==> src/rtl/regfile_arb_pkg.sv <==
// rtl/regfile_arb_pkg.sv - shared defaults, requester id and slot record for the write arbiter
package regfile_arb_pkg;

  localparam int DEF_NUM_REGS = 8;
  localparam int DEF_DATA_W   = 32;
  localparam int DEF_ADDR_W   = 5;

  typedef enum logic {
    REQ0 = 1'b0,
    REQ1 = 1'b1
  } req_id_t;

  typedef struct packed {
    logic                  valid;
    logic [DEF_ADDR_W-1:0] addr;
    logic [DEF_DATA_W-1:0] data;
  } slot_t;

endpackage

==> src/rtl/regfile_write_arbiter_if.sv <==
// rtl/regfile_write_arbiter_if.sv - requester handshakes and register-file write port bundle
interface regfile_write_arbiter_if
  import regfile_arb_pkg::*;
#(
  parameter int NUM_REGS = DEF_NUM_REGS,
  parameter int DATA_W   = DEF_DATA_W,
  parameter int ADDR_W   = DEF_ADDR_W
) ();

  logic                req0_valid;
  logic                req0_ready;
  logic [ADDR_W-1:0]   req0_addr;
  logic [DATA_W-1:0]   req0_data;
  logic                req1_valid;
  logic                req1_ready;
  logic [ADDR_W-1:0]   req1_addr;
  logic [DATA_W-1:0]   req1_data;
  logic                regWrite;
  logic [ADDR_W-1:0]   writeReg;
  logic [DATA_W-1:0]   writeData;
  logic [NUM_REGS-1:0] busy_mask;
  logic                addr_err;

  modport master (
    output req0_valid, req0_addr, req0_data,
    output req1_valid, req1_addr, req1_data,
    input  req0_ready, req1_ready,
    input  regWrite, writeReg, writeData, busy_mask, addr_err
  );

  modport slave (
    input  req0_valid, req0_addr, req0_data,
    input  req1_valid, req1_addr, req1_data,
    output req0_ready, req1_ready,
    output regWrite, writeReg, writeData, busy_mask, addr_err
  );

endinterface

==> src/rtl/rf_req_slot.sv <==
// rtl/rf_req_slot.sv - one-entry holding slot for a single write requester
module rf_req_slot
  import regfile_arb_pkg::*;
#(
  parameter int DATA_W = DEF_DATA_W,
  parameter int ADDR_W = DEF_ADDR_W
) (
  input  logic              clk_i,
  input  logic              rst_i,
  input  logic              in_valid_i,
  input  logic [ADDR_W-1:0] in_addr_i,
  input  logic [DATA_W-1:0] in_data_i,
  input  logic              grant_i,
  output logic              in_ready_o,
  output logic              valid_o,
  output logic [ADDR_W-1:0] addr_o,
  output logic [DATA_W-1:0] data_o
);

  logic              valid_q, valid_d;
  logic [ADDR_W-1:0] addr_q, addr_d;
  logic [DATA_W-1:0] data_q, data_d;

  // A granted entry leaves on this edge, so the slot may be refilled on the same edge.
  assign in_ready_o = ~valid_q | grant_i;

  always_comb begin
    valid_d = valid_q;
    addr_d  = addr_q;
    data_d  = data_q;
    if (in_valid_i && in_ready_o) begin
      valid_d = 1'b1;
      addr_d  = in_addr_i;
      data_d  = in_data_i;
    end else if (grant_i) begin
      valid_d = 1'b0;
    end
  end

  always_ff @(posedge clk_i) begin
    if (rst_i) begin
      valid_q <= 1'b0;
      addr_q  <= '0;
      data_q  <= '0;
    end else begin
      valid_q <= valid_d;
      addr_q  <= addr_d;
      data_q  <= data_d;
    end
  end

  assign valid_o = valid_q;
  assign addr_o  = addr_q;
  assign data_o  = data_q;

endmodule

==> src/rtl/regfile_write_arbiter.sv <==
// rtl/regfile_write_arbiter.sv - two-requester register-file write arbiter with registered write port
// ARB_ROUND_ROBIN_EN selects round-robin arbitration; default is fixed priority to req0.
module regfile_write_arbiter
  import regfile_arb_pkg::*;
#(
  parameter int NUM_REGS = DEF_NUM_REGS,
  parameter int DATA_W   = DEF_DATA_W,
  parameter int ADDR_W   = DEF_ADDR_W
) (
  input  logic                    clock_in,
  input  logic                    rst,
  regfile_write_arbiter_if.slave  bus
);

  logic              s0_ready, s1_ready;
  logic              s0_valid, s1_valid;
  logic [ADDR_W-1:0] s0_addr, s1_addr;
  logic [DATA_W-1:0] s0_data, s1_data;
  logic              grant0, grant1;
  logic              prefer0;

  rf_req_slot #(.DATA_W(DATA_W), .ADDR_W(ADDR_W)) u_slot0 (
    .clk_i      (clock_in),
    .rst_i      (rst),
    .in_valid_i (bus.req0_valid),
    .in_addr_i  (bus.req0_addr),
    .in_data_i  (bus.req0_data),
    .grant_i    (grant0),
    .in_ready_o (s0_ready),
    .valid_o    (s0_valid),
    .addr_o     (s0_addr),
    .data_o     (s0_data)
  );

  rf_req_slot #(.DATA_W(DATA_W), .ADDR_W(ADDR_W)) u_slot1 (
    .clk_i      (clock_in),
    .rst_i      (rst),
    .in_valid_i (bus.req1_valid),
    .in_addr_i  (bus.req1_addr),
    .in_data_i  (bus.req1_data),
    .grant_i    (grant1),
    .in_ready_o (s1_ready),
    .valid_o    (s1_valid),
    .addr_o     (s1_addr),
    .data_o     (s1_data)
  );

  assign bus.req0_ready = s0_ready;
  assign bus.req1_ready = s1_ready;

`ifdef ARB_ROUND_ROBIN_EN
  req_id_t last_grant_q, last_grant_d;

  assign prefer0 = (last_grant_q == REQ1);

  always_comb begin
    last_grant_d = last_grant_q;
    if (grant0) begin
      last_grant_d = REQ0;
    end else if (grant1) begin
      last_grant_d = REQ1;
    end
  end

  // Reset to "req1 granted last" so req0 wins the first contest.
  always_ff @(posedge clock_in) begin
    if (rst) begin
      last_grant_q <= REQ1;
    end else begin
      last_grant_q <= last_grant_d;
    end
  end
`else
  assign prefer0 = 1'b1;
`endif

  assign grant0 = s0_valid & (~s1_valid | prefer0);
  assign grant1 = s1_valid & ~grant0;

  logic              reg_write_q, reg_write_d;
  logic [ADDR_W-1:0] write_reg_q, write_reg_d;
  logic [DATA_W-1:0] write_data_q, write_data_d;
  logic              addr_err_q, addr_err_d;
  logic [ADDR_W-1:0] sel_addr;
  logic [DATA_W-1:0] sel_data;
  logic              sel_in_range;

  always_comb begin
    sel_addr     = grant1 ? s1_addr : s0_addr;
    sel_data     = grant1 ? s1_data : s0_data;
    sel_in_range = (32'(sel_addr) < NUM_REGS);
    reg_write_d  = 1'b0;
    addr_err_d   = 1'b0;
    write_reg_d  = write_reg_q;
    write_data_d = write_data_q;
    // Out-of-range entries are dropped; the write port keeps its previous address/data.
    if (grant0 || grant1) begin
      if (sel_in_range) begin
        reg_write_d  = 1'b1;
        write_reg_d  = sel_addr;
        write_data_d = sel_data;
      end else begin
        addr_err_d   = 1'b1;
      end
    end
  end

  always_ff @(posedge clock_in) begin
    if (rst) begin
      reg_write_q  <= 1'b0;
      write_reg_q  <= '0;
      write_data_q <= '0;
      addr_err_q   <= 1'b0;
    end else begin
      reg_write_q  <= reg_write_d;
      write_reg_q  <= write_reg_d;
      write_data_q <= write_data_d;
      addr_err_q   <= addr_err_d;
    end
  end

  assign bus.regWrite  = reg_write_q;
  assign bus.writeReg  = write_reg_q;
  assign bus.writeData = write_data_q;
  assign bus.addr_err  = addr_err_q;

  logic [NUM_REGS-1:0] busy_mask_c;

  always_comb begin
    busy_mask_c = '0;
    for (int k = 0; k < NUM_REGS; k++) begin
      if ((s0_valid && (32'(s0_addr) == k)) ||
          (s1_valid && (32'(s1_addr) == k)) ||
          (reg_write_q && (32'(write_reg_q) == k))) begin
        busy_mask_c[k] = 1'b1;
      end
    end
  end

  assign bus.busy_mask = busy_mask_c;

endmodule

==> src/flat_wrapper.sv <==
// flat-port wrapper written by rule: the top's interface ports become plain ports
module regfile_write_arbiter_flat import regfile_arb_pkg::*;
#(
  parameter int NUM_REGS = DEF_NUM_REGS,
  parameter int DATA_W   = DEF_DATA_W,
  parameter int ADDR_W   = DEF_ADDR_W
)
  (clock_in, rst, bus_req0_valid, bus_req0_addr, bus_req0_data, bus_req1_valid, bus_req1_addr, bus_req1_data, bus_req0_ready, bus_req1_ready, bus_regWrite, bus_writeReg, bus_writeData, bus_busy_mask, bus_addr_err);
  regfile_write_arbiter_if #(.NUM_REGS(NUM_REGS), .DATA_W(DATA_W), .ADDR_W(ADDR_W)) bus_i ();
  input  logic clock_in;
  input  logic rst;
  input wire logic [$bits(bus_i.req0_valid)-1:0] bus_req0_valid;
  input wire logic [$bits(bus_i.req0_addr)-1:0] bus_req0_addr;
  input wire logic [$bits(bus_i.req0_data)-1:0] bus_req0_data;
  input wire logic [$bits(bus_i.req1_valid)-1:0] bus_req1_valid;
  input wire logic [$bits(bus_i.req1_addr)-1:0] bus_req1_addr;
  input wire logic [$bits(bus_i.req1_data)-1:0] bus_req1_data;
  output wire logic [$bits(bus_i.req0_ready)-1:0] bus_req0_ready;
  output wire logic [$bits(bus_i.req1_ready)-1:0] bus_req1_ready;
  output wire logic [$bits(bus_i.regWrite)-1:0] bus_regWrite;
  output wire logic [$bits(bus_i.writeReg)-1:0] bus_writeReg;
  output wire logic [$bits(bus_i.writeData)-1:0] bus_writeData;
  output wire logic [$bits(bus_i.busy_mask)-1:0] bus_busy_mask;
  output wire logic [$bits(bus_i.addr_err)-1:0] bus_addr_err;
  assign bus_i.req0_valid = bus_req0_valid;
  assign bus_i.req0_addr = bus_req0_addr;
  assign bus_i.req0_data = bus_req0_data;
  assign bus_i.req1_valid = bus_req1_valid;
  assign bus_i.req1_addr = bus_req1_addr;
  assign bus_i.req1_data = bus_req1_data;
  assign bus_req0_ready = bus_i.req0_ready;
  assign bus_req1_ready = bus_i.req1_ready;
  assign bus_regWrite = bus_i.regWrite;
  assign bus_writeReg = bus_i.writeReg;
  assign bus_writeData = bus_i.writeData;
  assign bus_busy_mask = bus_i.busy_mask;
  assign bus_addr_err = bus_i.addr_err;
  regfile_write_arbiter #(.NUM_REGS(NUM_REGS), .DATA_W(DATA_W), .ADDR_W(ADDR_W)) u_core (.clock_in(clock_in), .rst(rst), .bus(bus_i));
endmodule
==> config.mk <==
export PLATFORM = sky130hd
export DESIGN_NAME = regfile_write_arbiter_flat
export DESIGN_NICKNAME = d
export VERILOG_FILES = /design/src/rtl/regfile_arb_pkg.sv /design/src/rtl/regfile_write_arbiter_if.sv /design/src/rtl/rf_req_slot.sv /design/src/rtl/regfile_write_arbiter.sv /design/src/flat_wrapper.sv
export SDC_FILE = /design/constraint.sdc
export NUM_CORES = 1
export LEC_CHECK = 0
export CORE_UTILIZATION = 25
export CTS_CLUSTER_DIAMETER = 60
export CTS_CLUSTER_SIZE = 40
export DETAILED_ROUTE_END_ITERATION = 10
export HOLD_SLACK_MARGIN = 0.03
export PLACE_DENSITY = 0.44
export SLEW_MARGIN = 20
export SYNTH_ARGS = -nofsm -noshare
export SYNTH_HDL_FRONTEND = slang
export SYNTH_SLANG_ARGS = --single-unit
==> constraint.sdc <==
create_clock -name clock_in -period 1.9 [get_ports clock_in]
set_input_delay 0.57 -clock clock_in [delete_from_list [all_inputs] [get_ports clock_in]]
set_output_delay 0.57 -clock clock_in [all_outputs]
set_load 0.02 [all_outputs]
==> metrics, run 1 <==
status complete, but fails checks; failing checks setup timing; drt first-iter violations 179; PD cells around 950 nW/um2; Hold WC Path Type reg -> reg; worst vdd ir 0.603 mV; global-route wire length before repair 22700 um; worst-case clock buffer depth 2; CP peak stage delay between 0.3 and 0.4 ns; Die Ht 140 um; core area 18300 um2; PnR worst setup slack -0.181 ns; worst reg-to-reg setup slack 0.19 ns; crit-path leading delay family simple AND/OR/NAND/NOR gates; dominant synthesized flop cell dfxtp_1; CTS tree yes; Power Total 6.69 mW; WL met3 slightly below 500 um; Leak 3.08 nW; # clock sinks 115; final hold slack 0.452 ns; DIE WIDTH approximately 140 um; Critical Path RT 1.33 ns; io pins between 100 and 150; Synth Cell Area 4730 um2; Cell variety after synth 34; WL/cell 15.8 um; clk_skew between 0.01 and 0.015 ns; clk root buf clkbuf_16; Mapped Avg Cell Area 9.34 um2; GPL Wtd Cong 0.918; RSZ-0062 raised after global routing true; slowest cell on the critical path dfxtp_4; Fin. Hold Viols 0; vias 4053; DPL Wire Length 9380 um; worst skew pair latency 0.41 ns; crit path launch type register; Final Slew Violations 0; synth warn 0; Max Clock Freq about 480 MHz; largest net degree at the start of global routing between 60 and 70; Port Buffer Count 125; H-tree depth 4; endpoint class of the critical path output pin; TritonRoute pass-1 iters 4; Overflow after GRT 0; CP bufs+invs 1; syn nets 584; met1 WL 6470 um; cts bufs inserted 17; Rows 49; Setup CP Type reg -> out; vias per cell 4.58; clock transition at the registers of the reported paths roughly 0.05 ns; diodes inserted 0; period utilization 110%; ys async rst share 0%; flops & latches, synth 115; fin nets 724; MaxCap Viol Count 0; DRC viols 0; final setup fails 8; Synth-to-Final Area Change 49.5%; die area 19500 um2; Syn Inst Count ~500; fin crit period 2.08 ns; total track usage 15.1%; vias in the first global route about 4200; worst-path cell chain nor3b_4 > nand2_2 > o311ai_4 > buf_6; post-route ant nets 0; share of layout cells above drive strength 1 16.6%; antenna violations before repair 0; EDFF count, synth 0; Critical Path AT 1.51 ns; Top Layer Used met4; Total Routed Length 14000 um; sequential share of the synthesized area approximately half; met2 routed WL 6850 um; Starting Density between 20% and 30%; worst-path fanout max 3
==> final timing paths <==
path | startpoint | to | depth (start not counted)
max | u_core.u_slot0.addr_o[3] | bus_busy_mask[4] | 4
min | u_core.u_slot1.data_o[17] | u_core.u_slot1.data_o[17] | 2
max reg2reg | u_core.u_slot0.addr_o[3] | u_core.bus.regWrite | 6
min reg2reg | u_core.u_slot1.data_o[17] | u_core.u_slot1.data_o[17] | 2
==> through the flow <==
step / utilization, % / cell area, um2 / instances / setup TNS (ns) / setup slack [ns]
after floorplan: - / 4730 / 506 / 0 / 0.00423
after global placement: 35.1 / 6410 / 855 / -1.79 / -0.300
after detailed placement: 35.1 / 6410 / 855 / -2.10 / -0.349
after CTS: 38.4 / 7010 / 885 / -1.31 / -0.192
after global routing: 38.7 / 7070 / 885 / -1.70 / -0.256
final: 38.7 / 7070 / 885 / -1.10 / -0.181
==> flip-flops by register name, indices dropped and copies added (netlist names) <==
register                flops
u_core.u_slot1.valid_o      1
u_core.bus.writeData       32
u_core.bus.writeReg         5
u_core.u_slot1.addr_o       5
u_core.u_slot0.data_o      32
u_core.u_slot0.valid_o      1
u_core.u_slot0.addr_o       5
u_core.u_slot1.data_o      32
u_core.bus.regWrite         1
u_core.bus.addr_err         1
==> logic make-up after synthesis <==
logic type / after synthesis / synth area share (%)
mux: 72 / 15.2
flops: 115 / 48.7
buf+inv: 42 / 5.74
simple gates: 190 / 18.3
other cells: 1 / 0.0793
compound gates: 86 / 11.9
==> worst reg2reg max path, cell delays in order, from the launching register on <==
cell and delay, ns:
dfxtp_4 0.35, nor3b_4 0.25, buf_6 0.16, buf_6 0.32
or2_4 0.24, buf_12 0.16, nor2b_1 0.14
==> cells in the mapped netlist, drive strengths merged, types with 2 or more instances <==
cell,n,area share [%]
a211oi,35,5.8
nor4bb,2,0.42
nand3,4,0.42
clkbuf,17,1.4
nor3b,3,0.58
buf,25,4.3
mux2i,72,15
nor2b,7,0.93
a21oi,38,4.0
o21ai,3,0.32
a22oi,4,0.64
dfxtp,115,49
nor3,35,3.7
a32oi,2,0.37
nor2,42,3.3
nand2,89,7.1
nor4b,4,1.1
==> area by class of cell <==
class	count	area, um2
tap	229	287
clock inverter	6	55.1
multi-input combinational	349	2290
timing repair buffer	163	1610
fill	1888	11200
sequential	115	2330
clock buffer	23	488
==> what timing repair did <==
item,4_1_cts,5_1_grt
gates resized for setup,110,16
buffers inserted,1,1
setup endpoints to repair,48,47
hold buffers,0,0
pin swaps,13,10
==> power breakdown <==
group          total, mW  switching (mW)  internal, mW  leakage, nW
Combinational       1.06           0.531         0.534         1.86
Clock               2.93            1.03          1.90        0.274
Sequential          2.70           0.110          2.59        0.954
Total               6.69            1.67          5.02         3.08
==> cells in the final DEF, fill, tap and decap left out, drive strengths merged <==
master and count:
dlygate4sd2 39, nor3b 3, nor4b 4, nor3 35, mux2i 72, or2 1, bufinv 1, a21oi 38
clkbuf 24, buf 48, nand3 4, nor2b 7, clkinv 5, nand2 89, and4b 1, o21ai 3
dfxtp 115, o311ai 1, and4bb 1, conb 1, a21bo 1, nor2 42, o21a 1, a21boi 1
a32oi 2, clkdlybuf4s50 75, a211oi 35, nand2b 1, a22oi 4, nor4bb 2
==> metal layers <==
layer / global-route usage, % / vias up
met5: 0 / -
li1: - / 2043
met2: 25.7 / 86
met1: 18.8 / 1914
met4: 4.91 / 0
met3: 3.58 / 10
Power figures use the tool's default switching activity.
==> run 2: changes to the inputs <==
- CORE_MARGIN: default -> 3
- PLACE_DENSITY: 0.44 -> default
- PLACE_DENSITY_LB_ADDON: default -> 0.08
==> run 2 against run 1 <==
- the flow still finishes with violations (setup timing)
- die area increased by 5.8%
- final cell count increased by 0.45%
- sequential power about the same
- combinational power about the same
- core utilization about the same
- design area about the same
- non-clock buffer count increased by 1
- critical path depth increased by 1
- clock skew decreased by 0.0031 ns
==> metrics, run 2 (synthesis results as in run 1) <==
diodes inserted 0; drt first-iter violations 155; Sw Pwr between 1.5 and 2 mW; Die Ht 144 um; failing checks setup timing; Worst Setup SP u_core.u_slot1.addr_o[2]; Critical Path AT 1.53 ns; clock transition at the registers of the reported paths roughly 0.050 ns; die area 20600 um2; DIE WIDTH between 100 and 150 um; Max Clock Freq 476 MHz; # clock sinks 115; vias slightly above 4000; total track usage 14.4%; PnR worst setup slack -0.202 ns; antenna violations before repair 0; DRC viols 0; largest net degree at the start of global routing 65; cts bufs inserted 17; worst-case clock buffer depth 2; Fill cells roughly 1900; sequential power share 39.5%; setup slack at placement -0.325 ns; CTS tree yes; FF-to-FF path depth 6; vias per cell 4.63; Synth-to-Final Area Change 49.6%; worst vdd ir 0.600 mV; Fin. Hold Viols 0; Combinational Power Share 15.7%; endpoint class of the critical path output pin; Final Slew Violations 0; io pins 127; Leak 3.10 nW; FF-to-FF End u_core.bus.writeReg[0]; Int Pwr 5.11 mW; slowest cell on the critical path dfxtp_4; Post-Route Setup TNS -1.21 ns; Starting Density 25.9%; MaxCap Viol Count 0; CP peak stage delay 0.36 ns; commonest non-fill, non-tap cell in the layout dfxtp_1; worst-path cell chain nor4b_4 > buf_4 > a32oi_1 > nand2_1 > buf_6; DPL Wire Length 9820 um; TritonRoute pass-1 iters 5; Critical R2R Launch u_core.u_slot0.addr_o[3]; CP bufs+invs 2; share of layout cells above drive strength 1 17.1%; crit path launch type register; worst skew pair latency between 0.4 and 0.5 ns; final setup fails 8; core area 18300 um2; WP depth 5; GPL Wtd Cong slightly above 0.8; non-filler cells, final slightly below 900; most frequent cells in the layout dfxtp_1, nand2_1, clkdlybuf4s50_1, mux2i_1, nor2_1; Hold WC Path Type reg -> reg; worst reg-to-reg setup slack 0.12 ns; Port Buffer Count around 130; status complete, but fails checks; placed cell count 856; H-tree depth 4; Overflow after GRT 0; vias in the first global route around 4300; Critical Path RT 1.33 ns; WL/cell 16.4 um; clk_skew slightly below 0.009 ns; Rows 49; Total Routed Length 14600 um; period utilization 111%; post-route ant nets 0; RSZ-0062 raised after global routing true; Sw Ratio between 20% and 30%; global-route wire length before repair 22900 um; fin nets 725; Setup CP Type reg -> out; Post-CTS Hold Buffers 0; Worst Setup EP bus_busy_mask[3]; fin crit period 2.10 ns; worst-path fanout max 4; crit-path leading delay family simple AND/OR/NAND/NOR gates; clk root buf clkbuf_16; Power Total 6.82 mW; PD cells 965 nW/um2; Clk network pwr share 44.8%
==> run 2: cell types whose count changed in the layout (fill, tap and decap cells not counted), sizes merged <==
cell | before | now
buf | 48 | 49
dlygate4sd2 | 39 | 37
dlymetal6s2s | 0 | 1
clkinvlp | 0 | 3
bufinv | 1 | 2
==> run 2: worst min-delay path by stage <==
| stage | startpoint | endpoint | depth (start not counted) |
|---|---|---|---|
| floorplan | u_core.u_slot1.data_o[0] | u_core.u_slot1.data_o[0] | 2 |
| global placement | u_core.u_slot1.data_o[27] | u_core.u_slot1.data_o[27] | 2 |
| detailed placement | u_core.u_slot1.data_o[19] | u_core.u_slot1.data_o[19] | 2 |
| CTS | u_core.u_slot1.data_o[19] | u_core.u_slot1.data_o[19] | 2 |
| global route | u_core.u_slot1.data_o[2] | u_core.u_slot1.data_o[2] | 2 |
| finish | u_core.u_slot1.data_o[20] | u_core.u_slot1.data_o[20] | 2 |
==> run 2: final cells by class <==
type                            count  area, um2  share of cell area (%)
Clock buffer                       22        464                    6.56
Clock inverter                     10        108                    1.52
Multi-Input combinational cell    349       2260                    32.0
Sequential cell                   115       2330                    32.9
Tap cell                          229        287                    4.05
Timing Repair Buffer              164       1620                    23.0
==> run 2: metrics by stage <==
| stage | instance area, um2 | util, % | hold slack [ns] |
|---|---|---|---|
| 3_3_place_gp | 6430 | 35.2 | 0.444 |
| 2_1_floorplan | 4730 | - | 0.436 |
| 3_5_place_dp | 6430 | 35.2 | 0.446 |
| 6_report | 7070 | 38.7 | 0.451 |
| 4_1_cts | 7030 | 38.5 | 0.454 |
| 5_1_grt | 7070 | 38.7 | 0.473 |
==> run 2: what timing repair did <==
action | CTS | global route
resized for setup | 104 | 17
buffers inserted | 1 | 0
gates cloned | 0 | 0
pin swaps | 9 | 8
endpoints found under the setup margin | 47 | 11
==> run 2: metal layers <==
metal	global-route usage, %	share of wire, %
met1	17.6	44
met2	24.7	50
met3	4.03	4.7
met4	4.46	1.1
met5	0	0
==> run 2: power groups by stage <==
stage	registers (mW)	clock network (mW)	logic (mW)
after floorplan	2.81	0	0.497
after global placement	2.73	0	1.11
after detailed placement	2.74	0	1.12
after CTS	2.70	3.14	1.08
after global routing	2.72	3.26	1.17
final	2.70	3.05	1.07
==> run 2: worst register-to-register path, delay by kind of cell (launching register included) <==
kind / cells / cell delay [ns]
buffers and inverters: 3 / 0.74
and+or+nand+nor: 2 / 0.49
DFF: 1 / 0.34
AOI/OAI and AO/OA: 1 / 0.10
==> RTL change: new RTL, config.mk and constraints of run 1 <==
Set the package constant `DEF_NUM_REGS` to 7 (it was 8).
--- a/src/rtl/regfile_arb_pkg.sv
+++ b/src/rtl/regfile_arb_pkg.sv
@@ -1,7 +1,7 @@
 // rtl/regfile_arb_pkg.sv - shared defaults, requester id and slot record for the write arbiter
 package regfile_arb_pkg;
 
-  localparam int DEF_NUM_REGS = 8;
+  localparam int DEF_NUM_REGS = 7;
   localparam int DEF_DATA_W   = 32;
   localparam int DEF_ADDR_W   = 5;
 
Interface: changed (resized bus_busy_mask); port bits go from 127 to 126. No check against the original RTL was run, so the function may have changed too.
==> RTL change against run 1 <==
- the run still ends with setup timing left
- sequential power is 2% lower
- total power increased by 0.35%
- cell count increased by 14%
- setup slack gained 6.7 ps
- area after synthesis increased by 4.4%
- count of clock-buffer cells in the layout shrank 4
- maximum frequency grew 0.32%
- routed wire length rose by 2.8%
- final area grew 4.5%
- core utilization decreased by 0.60 points
- first-iteration DRC count is 27% lower
- sequential cell count stayed put
- critical path depth up 1
- highest routed layer unchanged
==> RTL change: results (changes against run 1) <==
hpwl dp 9870 microns (+5.3%); leak pwr 0.00330 uW (+7.0%); Final setup violation count 7 (-1); status complete, but fails checks; routability congestion estimate 0.823 (-10%); vias in the first global route 4398 (+5.3%); skew final 12.5 ps (+0.522 ps); DRT iter0 DRCs 130 (-27%); ys async rst share 0% (unchanged); layout cell share with drive strength beyond 1 15.7% (-0.94 points); GRT Total Usage 14.7% (-0.47 points); Synth top cells by count dfxtp_1 (115), nor2_1 (107), nand2_1 (90), mux2i_1 (71), a21oi_1 (41); failing checks setup timing; global-route wire length before repair 22600 microns (-0.55%); Distinct cells, synth 35 (+2.9%); vias per cell 4.37 (-4.7%); Synth area leaders dfxtp_1 (47%), mux2i_1 (14%), nor2_1 (8.1%); Final #Nets 805 (+11%); H-tree lvl count 4 (unchanged); Mean Syn Cell Area 8.57 sq um (-8.3%); diodes inserted 0 (unchanged); register area share after synthesis 46.7% (-2.0 points); placed insts 971 (+14%); setup TNS -1070 ps (+26.4 ps); Worst VDD drop 569 uV (-5.7%); TritonRoute pass-1 iters 5 (+1); Worst Setup Slack, final -174 ps (+6.73 ps); syn nets 654 (+12%); non-filler cells, final 1005 (+14%); cell family with most CP delay simple AND/OR/NAND/NOR gates; final WL 14300 microns (+2.8%); port bufs 124 (-0.80%); largest net degree at the start of global routing 53 (-17%)
[RTL change: cell count changes after synthesis, sizes merged, moves of 3 or more]
cell	run 1	this run
nor2	42	107
nor3	35	0
a211oi	35	2
nand2b	1	33
or3	0	32
buf	25	17
clkbuf	17	23
nand3	4	9
a21oi	38	41
nor2b	7	10
[RTL change: report_power, final]
| part | total, uW | switching (uW) | internal (uW) |
|---|---|---|---|
| registers | 2640 | 84.2 | 2560 |
| clock network | 3080 | 1150 | 1920 |
| logic | 994 | 484 | 511 |
[RTL change: cell families after synthesis]
kind of cell	synth area share, %
buf+inv	4.59
other cells	0.0760
mux	14.9
compound gates	6.36
simple gates	27.4
flops	46.7
[RTL change: layout make-up]
class | count | area (sq um)
Multi-Input combinational cell | 421 | 2520
Clock buffer | 19 | 433
Sequential cell | 115 | 2310
Fill cell | 2040 | 12000
Timing Repair Buffer | 172 | 1650
Clock inverter | 13 | 136
Tap cell | 265 | 332
[RTL change: worst register-to-register path: stages, from the launching register on]
cell and delay (ps):
dfxtp_4 360, buf_4 140, nor4b_1 430, or2_1 270, a21boi_2 350, mux2i_1 210
[RTL change: layer usage]
layer | track usage [%] | vias up | routed length, microns | share of wire (%)
met5 | 0 | - | 0 | 0
met4 | 4.07 | 0 | 114 | 0.80
met3 | 4.44 | 9 | 650 | 4.5
met2 | 24.8 | 91 | 6800 | 47
met1 | 17.9 | 2075 | 6770 | 47
li1 | - | 2213 | - | -
[RTL change: what timing repair did]
| item | CTS | global route |
|---|---|---|
| cloned | 0 | 0 |
| endpoints found under the hold margin | 0 | 0 |
| setup endpoints to repair | 47 | 8 |
| pin swaps | 12 | 6 |
| setup buffers | 2 | 0 |
| gates resized for setup | 106 | 7 |
[RTL change: metrics by stage]
| stage | area (sq um) | setup slack [ps] |
|---|---|---|
| 2_1_floorplan | 4930 | 141 |
| 3_3_place_gp | 6730 | -285 |
| 3_5_place_dp | 6730 | -344 |
| 4_1_cts | 7370 | -177 |
| 5_1_grt | 7390 | -249 |
| 6_report | 7390 | -174 |
[RTL change: path summary, 6_finish.rpt]
kind	cells past startpoint	endpoint	slack (ps)	from
hold / removal	2	u_core.u_slot1.data_o[13]	450	u_core.u_slot1.data_o[13]
setup reg to reg	5	u_core.bus.writeData[24]	80	u_core.u_slot1.addr_o[4]
setup / recovery	5	bus_busy_mask[6]	-170	u_core.u_slot1.addr_o[3]
hold reg to reg	2	u_core.u_slot1.data_o[13]	450	u_core.u_slot1.data_o[13]
